**config.mk**
```make
export PLATFORM = sky130hd
export DESIGN_NAME = capture_readback
export DESIGN_NICKNAME = d
export VERILOG_FILES = /design/src/rtl/capture_pkg.sv /design/src/rtl/readback_skid_fifo.sv /design/src/rtl/capture_readback.sv
export SDC_FILE = /design/constraint.sdc
export NUM_CORES = 1
export LEC_CHECK = 0
export ABC_AREA = 1
export BUFFER_PORTS_ARGS = -buffer_cell sky130_fd_sc_hd__buf_2
export CORE_AREA = 2 2 266 268
export DETAILED_ROUTE_END_ITERATION = 10
export DIE_AREA = 0 0 268 270
export PLACE_DENSITY = 0.51
export SETUP_SLACK_MARGIN = 0.3
export SLEW_MARGIN = 20
export SYNTH_ARGS = -nofsm -noshare
export SYNTH_HDL_FRONTEND = slang
export SYNTH_SLANG_ARGS = --single-unit
export TNS_END_PERCENT = 50
```
**constraint.sdc**
```tcl
create_clock -name clk -period 2.9 [get_ports clk]
set_clock_uncertainty 0.15 [all_clocks]
set_input_delay 0.29 -clock clk [delete_from_list [all_inputs] [get_ports clk]]
set_output_delay 0.29 -clock clk [all_outputs]
set_load 0.01 [all_outputs]
```
**src/rtl/capture_pkg.sv**
```systemverilog
// Shared types and record helpers for the capture readback path.
// READBACK_SIGN_EXT_EN selects sign extension of 14-bit ADC codes.
package capture_pkg;

    localparam int ADC_W       = 14;
    localparam int ADDR_STRIDE = 4;
    localparam int CNT_W       = 25;

    typedef enum logic [1:0] {
        IDLE,
        READ,
        DRAIN,
        DONE
    } state_t;

    typedef struct packed {
        logic        fend;
        logic        last;
        logic [31:0] word;
    } fifo_ent_t;

    function automatic logic [31:0] pack_record(
        input logic [ADC_W-1:0] a,
        input logic [ADC_W-1:0] b
    );
        return {2'b00, b, 2'b00, a};
    endfunction

    function automatic logic [ADC_W-1:0] rec_a(input logic [31:0] w);
        return w[ADC_W-1:0];
    endfunction

    function automatic logic [ADC_W-1:0] rec_b(input logic [31:0] w);
        return w[16+ADC_W-1:16];
    endfunction

    function automatic logic [15:0] ext_sample(input logic [ADC_W-1:0] x);
`ifdef READBACK_SIGN_EXT_EN
        return {{(16-ADC_W){x[ADC_W-1]}}, x};
`else
        return {{(16-ADC_W){1'b0}}, x};
`endif
    endfunction

endpackage

```
**src/rtl/readback_skid_fifo.sv**
```systemverilog
// First-word-fall-through synchronous FIFO absorbing stream backpressure.
// DEPTH must be a power of two so the pointers wrap naturally.
module readback_skid_fifo #(
    parameter  int W     = 34,
    parameter  int DEPTH = 8,
    localparam int AW    = $clog2(DEPTH)
) (
    input  logic         clk,
    input  logic         rst,
    input  logic         push,
    input  logic [W-1:0] push_data,
    input  logic         pop,
    output logic [W-1:0] head,
    output logic [AW:0]  count,
    output logic         full,
    output logic         empty
);

    logic [W-1:0]  mem_q [DEPTH];
    logic [AW-1:0] wr_q;
    logic [AW-1:0] rd_q;
    logic [AW:0]   cnt_q;
    logic [AW:0]   cnt_d;
    logic          do_push;
    logic          do_pop;

    assign full    = (cnt_q == (AW+1)'(DEPTH));
    assign empty   = (cnt_q == '0);
    assign do_push = push && !full;
    assign do_pop  = pop && !empty;
    assign head    = mem_q[rd_q];
    assign count   = cnt_q;

    always_comb begin
        cnt_d = cnt_q;
        unique case ({do_push, do_pop})
            2'b10:   cnt_d = cnt_q + 1'b1;
            2'b01:   cnt_d = cnt_q - 1'b1;
            default: cnt_d = cnt_q;
        endcase
    end

    always_ff @(posedge clk) begin
        if (rst) begin
            wr_q  <= '0;
            rd_q  <= '0;
            cnt_q <= '0;
        end else begin
            cnt_q <= cnt_d;
            if (do_push) wr_q <= wr_q + 1'b1;
            if (do_pop)  rd_q <= rd_q + 1'b1;
        end
    end

    // storage needs no reset; the pointers define what is valid
    always_ff @(posedge clk) begin
        if (do_push) mem_q[wr_q] <= push_data;
    end

endmodule

```
**src/rtl/capture_readback.sv**
```systemverilog
// Streams ADC capture records from sample memory with credit-based reads.
// READBACK_SIGN_EXT_EN selects sign extension of the 14-bit samples.
module capture_readback
    import capture_pkg::*;
#(
    parameter int RD_LATENCY = 2,
    parameter int FIFO_DEPTH = 8
) (
    input  logic             clk,
    input  logic             rst,
    input  logic             start,
    input  logic [31:0]      base_addr,
    input  logic [CNT_W-1:0] num_samples,
    input  logic [CNT_W-1:0] num_reps,
    output logic             mem_rd_en,
    output logic [31:0]      mem_rd_addr,
    input  logic [31:0]      mem_rd_data,
    output logic [15:0]      m_data_A,
    output logic [15:0]      m_data_B,
    output logic             m_valid,
    input  logic             m_ready,
    output logic             m_last,
    output logic             m_frame_end,
    output logic             busy,
    output logic             done
);

    localparam int FW = $bits(fifo_ent_t);
    localparam int CW = $clog2(FIFO_DEPTH) + 1;

    state_t           state_q, state_d;
    logic [31:0]      addr_q, addr_d;
    logic [CNT_W-1:0] ns_q, ns_d;
    logic [CNT_W-1:0] smp_q, smp_d;
    logic [CNT_W-1:0] rep_q, rep_d;

    logic [RD_LATENCY-1:0] vld_q;
    logic [RD_LATENCY-1:0] last_q;
    logic [RD_LATENCY-1:0] fend_q;

    logic      issue;
    logic      tag_last;
    logic      tag_fend;
    logic      credit_ok;
    int        inflight;
    logic      pop;
    logic      fifo_full;
    logic      fifo_empty;
    logic [CW-1:0] fifo_cnt;
    fifo_ent_t in_ent;
    fifo_ent_t head;
    logic      unused_ok;

    always_comb begin
        inflight = 0;
        for (int i = 0; i < RD_LATENCY; i++) begin
            inflight += int'(vld_q[i]);
        end
    end

    assign credit_ok = (inflight + int'(fifo_cnt)) < FIFO_DEPTH;
    assign tag_last  = (smp_q == '0);
    assign tag_fend  = (smp_q == '0) && (rep_q == '0);
    assign pop       = m_valid && m_ready;

    always_comb begin
        state_d = state_q;
        addr_d  = addr_q;
        ns_d    = ns_q;
        smp_d   = smp_q;
        rep_d   = rep_q;
        issue   = 1'b0;
        busy    = 1'b0;
        done    = 1'b0;
        unique case (state_q)
            IDLE: begin
                if (start) begin
                    ns_d    = num_samples;
                    smp_d   = num_samples;
                    rep_d   = num_reps;
                    addr_d  = base_addr;
                    state_d = READ;
                end
            end
            READ: begin
                busy = 1'b1;
                if (credit_ok) begin
                    issue  = 1'b1;
                    addr_d = addr_q + 32'(ADDR_STRIDE);
                    if (smp_q == '0) begin
                        smp_d = ns_q;
                        rep_d = rep_q - 1'b1;
                        if (rep_q == '0) state_d = DRAIN;
                    end else begin
                        smp_d = smp_q - 1'b1;
                    end
                end
            end
            DRAIN: begin
                busy = 1'b1;
                // leave as the last beat pops so done lands on the next cycle
                if (inflight == 0 &&
                    (fifo_empty || (fifo_cnt == CW'(1) && pop))) begin
                    state_d = DONE;
                end
            end
            DONE: begin
                done    = 1'b1;
                state_d = IDLE;
            end
            default: state_d = IDLE;
        endcase
    end

    always_ff @(posedge clk) begin
        if (rst) begin
            state_q <= IDLE;
            addr_q  <= '0;
            ns_q    <= '0;
            smp_q   <= '0;
            rep_q   <= '0;
        end else begin
            state_q <= state_d;
            addr_q  <= addr_d;
            ns_q    <= ns_d;
            smp_q   <= smp_d;
            rep_q   <= rep_d;
        end
    end

    // tags ride alongside the memory latency; clearing drops late data
    always_ff @(posedge clk) begin
        if (rst) begin
            vld_q  <= '0;
            last_q <= '0;
            fend_q <= '0;
        end else begin
            vld_q[0]  <= issue;
            last_q[0] <= issue && tag_last;
            fend_q[0] <= issue && tag_fend;
            for (int i = 1; i < RD_LATENCY; i++) begin
                vld_q[i]  <= vld_q[i-1];
                last_q[i] <= last_q[i-1];
                fend_q[i] <= fend_q[i-1];
            end
        end
    end

    always_comb begin
        in_ent      = '0;
        in_ent.fend = fend_q[RD_LATENCY-1];
        in_ent.last = last_q[RD_LATENCY-1];
        in_ent.word = mem_rd_data;
    end

    readback_skid_fifo #(
        .W     (FW),
        .DEPTH (FIFO_DEPTH)
    ) u_fifo (
        .clk       (clk),
        .rst       (rst),
        .push      (vld_q[RD_LATENCY-1]),
        .push_data (in_ent),
        .pop       (pop),
        .head      (head),
        .count     (fifo_cnt),
        .full      (fifo_full),
        .empty     (fifo_empty)
    );

    assign mem_rd_en   = issue;
    assign mem_rd_addr = addr_q;
    assign m_valid     = !fifo_empty;

    always_comb begin
        m_data_A    = '0;
        m_data_B    = '0;
        m_last      = 1'b0;
        m_frame_end = 1'b0;
        if (m_valid) begin
            m_data_A    = ext_sample(rec_a(head.word));
            m_data_B    = ext_sample(rec_b(head.word));
            m_last      = head.last;
            m_frame_end = head.fend;
        end
    end

    assign unused_ok = ^{head.word[31:30], head.word[15:14], fifo_full};

endmodule

```
==> metrics.txt <==
status finished, final reports clean; placed insts 3041; grt total ovfl 0; Crit Path Category flip-flop to output pin; Die Y 270 um; Synth Instances 1993; post-synthesis sequential area ratio 56.6%; most frequent cells in the layout 451 x nor2_1, 329 x nand2_1, 240 x edfxtp_1, 177 x buf_2, 156 x o21ai_0; Net Sw Frac 41.0%; flops & latches, synth 368; leakage 8.79 nW; Iter 0 DRT Violations 840; worst skew pair latency 0.60 ns; H-tree depth 2; clock buffer depth 3; Crit-path slowest cell dfxtp_4; Max-slew headroom 56.1%; Hold EP ns_q[17]; hold depth 4; fin. max-slew vios 0; GP Congestion 0.864; Hold Vio Cnt, Final 0; Num CTS Buffers 46; post-synth cell types 40; CTS root buf clkbuf_16; worst hold path type primary input to flip-flop; DP HPWL 31.3 mm; crit path cell chain buf_12, buf_12, clkbuf_16, o21ai_2, o32ai_2, nor2_1, nor2_2, buf_2; antenna violations before repair 7; Port Buffers 179; synthesized cell area 17300 um2; Synth Area per Inst 8.67 um2; Worst setup SP type flip-flop; hold_ws 0.0658 ns; CTS clk-pin slew, worst paths 0.06 ns; CP required 2.46 ns; Top-Level Pins 188; top layer in use met5; share of layout cells above drive strength 1 17.2%; sinks on the clock net 368; Total GRT Usage 14.5%; endpoint type of the worst setup path output pin; Worst Tran Pin Value 0.657 ns; P&R area growth vs syn 33.6%; met3 wire length 2.99 mm; Clk network pwr share 25.0%; Layout fillers 7164; Vias 15100; Layout Cells excl Fill 3276; sw power 9.95 mW; Horiz. Die Dim 268 um; commonest non-fill, non-tap cell in the layout nor2_1; row cnt 97; Nets 2435; M1 wire length 23.5 mm; multi-input logic area 6840 um2; starting density of the core 24.8%; MaxCap Viol Count 0; vias in the first global route 14500; Critical Path AT 2.14 ns; post-layout util 33.2%; Logic pwr share 45.9%; Reg2Reg Setup Slack 0.42 ns; Power per Cell Area 1050 nW/um2; r2r worst-path depth 10; drt drc 0; post-route antenna net violation count 0; routed wire length 54.0 mm; Ys Warns 0; Hold Startpoint rst; CP peak stage delay 0.40 ns; mean routed wirelength per cell 16.5 um; sequential power share 29.1%; setup_tns 0 ns; P_int 14.3 mW; dpl ws 0.415 ns; Tcrit/Tclk final 89.1%; most frequent CP cell buf_12; routed vias/inst 4.60; largest net degree at the start of global routing 88; first-pass GRT wire length 82.5 mm; final setup fails 0; shortest period the worst path allows 2.58 ns; Crit Reg-Reg Endpoint rep_q[10]; RSZ-0062 raised after global routing true; reg2reg start vld_q[0]; die area 72400 um2; sequential cell area 9780 um2; Peak Freq 0.387 GHz; core area 69500 um2; first drt pass iteration count 5; Worst VDD drop 0.000601 V; routed length on met2 26.4 mm; CTS tree built; crit-path max FO 6; setup ws final 0.317 ns
[through the flow]
| stage | cell area [um2] | power [mW] |
|---|---|---|
| after floorplan | 17300 | 13.4 |
| after global placement | 19400 | 16.3 |
| after detailed placement | 19400 | 16.5 |
| after CTS | 22800 | 24.1 |
| after global routing | 23100 | 26.1 |
| final | 23100 | 24.3 |
[state kept, by name, indices dropped and copies added (netlist names), 3 cells and up, named ones only]
signal	cells
ns_q	25
smp_q	25
u_fifo.rd_q	3
u_fifo.count	4
u_fifo.wr_q	3
rep_q	25
u_fifo.mem_q	240
mem_rd_addr	32
[timing repair]
| item | 4_1_cts | 5_1_grt |
|---|---|---|
| pin swaps | 20 | 26 |
| setup endpoints to repair | 30 | 33 |
| hold endpoints to repair | 335 | 0 |
| buffers inserted | 20 | 4 |
| cloned | 10 | 5 |
| gates resized for setup | 60 | 45 |
| hold buffers | 111 | 0 |
[cells in the mapped netlist]
master / n / share of area [%]
nor2_1: 470 / 10
nand2_1: 330 / 7.2
edfxtp_1: 240 / 42
o21ai_0: 194 / 5.6
a21oi_1: 134 / 3.9
dfxtp_1: 128 / 15
inv_1: 110 / 2.4
nand3_1: 79 / 2.3
clkbuf_1: 67 / 1.5
o32ai_1: 60 / 3.0
buf_2: 26 / 0.75
o21ai_1: 19 / 0.55
ha_1: 18 / 1.3
nand3b_1: 14 / 0.61
nor3_1: 14 / 0.41
xor2_1: 14 / 0.71
nand4_1: 11 / 0.40
inv_2: 8 / 0.17
nor2_2: 6 / 0.22
or2_2: 6 / 0.22
buf_1: 5 / 0.11
nand2_2: 5 / 0.18
a31oi_1: 4 / 0.14
buf_4: 4 / 0.17
buf_6: 3 / 0.20
nand2_4: 3 / 0.20
o211ai_1: 3 / 0.13
o21bai_1: 3 / 0.13
a21oi_2: 2 / 0.10
nor2_4: 2 / 0.13
o21a_1: 2 / 0.087
a21boi_0: 1 / 0.043
a21oi_4: 1 / 0.094
a32oi_1: 1 / 0.051
and2_1: 1 / 0.036
conb_1: 1 / 0.022
nand3_2: 1 / 0.058
o2111ai_1: 1 / 0.051
or2_0: 1 / 0.036
xnor2_1: 1 / 0.051
[per-layer routing]
metal,up-vias,track usage [%]
li1,7410,-
met1,7197,18.5
met3,82,3.09
met5,-,0
met4,8,3.32
met2,381,24.9
[worst max path at each step]
stage / from / to / slack, ns / cells past startpoint
2_1_floorplan: u_fifo.count[0] / u_fifo.mem_q[0][0] / 0.009 / 7
3_3_place_gp: vld_q[1] / rep_q[10] / 0.38 / 10
3_5_place_dp: u_fifo.count[0] / u_fifo.mem_q[6][26] / 0.41 / 8
4_1_cts: flip-flop / m_last / 0.27 / 7
5_1_grt: flip-flop / m_frame_end / 0.23 / 8
6_report: flip-flop / m_last / 0.32 / 8
[worst max-delay path: cells and delay by family, from the launching register on]
| family | cells | cell delay, ns |
|---|---|---|
| buffers and inverters | 4 | 0.63 |
| AOI/OAI and AO/OA | 2 | 0.21 |
| DFF | 1 | 0.40 |
| and+or+nand+nor | 2 | 0.29 |
[power groups by stage]
stage	Combinational (mW)	Sequential (mW)	Clock, mW
2_1_floorplan	6.46	6.99	0
3_3_place_gp	9.07	7.25	0
3_5_place_dp	9.18	7.27	0
4_1_cts	10.8	7.07	6.25
5_1_grt	12.4	7.20	6.47
6_report	11.1	7.07	6.06
[layout make-up]
| type | count | share of cell area, % |
|---|---|---|
| Tap cell | 940 | 5.10 |
| Sequential cell | 368 | 42.4 |
| Clock buffer | 56 | 5.19 |
| Clock inverter | 26 | 1.80 |
| Antenna cell | 3 | 0.0325 |
| Inverter | 118 | 1.97 |
| Timing Repair Buffer | 360 | 13.9 |
| Multi-Input combinational cell | 1405 | 29.7 |
[logic make-up after synthesis]
family          count (synthesis)  share of synthesized area [%]
other cells                     1                         0.0217
simple gates                  943                           22.2
compound gates                425                           13.9
fa+ha+maj                      18                           1.30
xor+xnor                       15                          0.761
flops                         368                           56.6
buf+inv                       223                           5.25
Note: power is estimated with default switching activity, not from simulation.
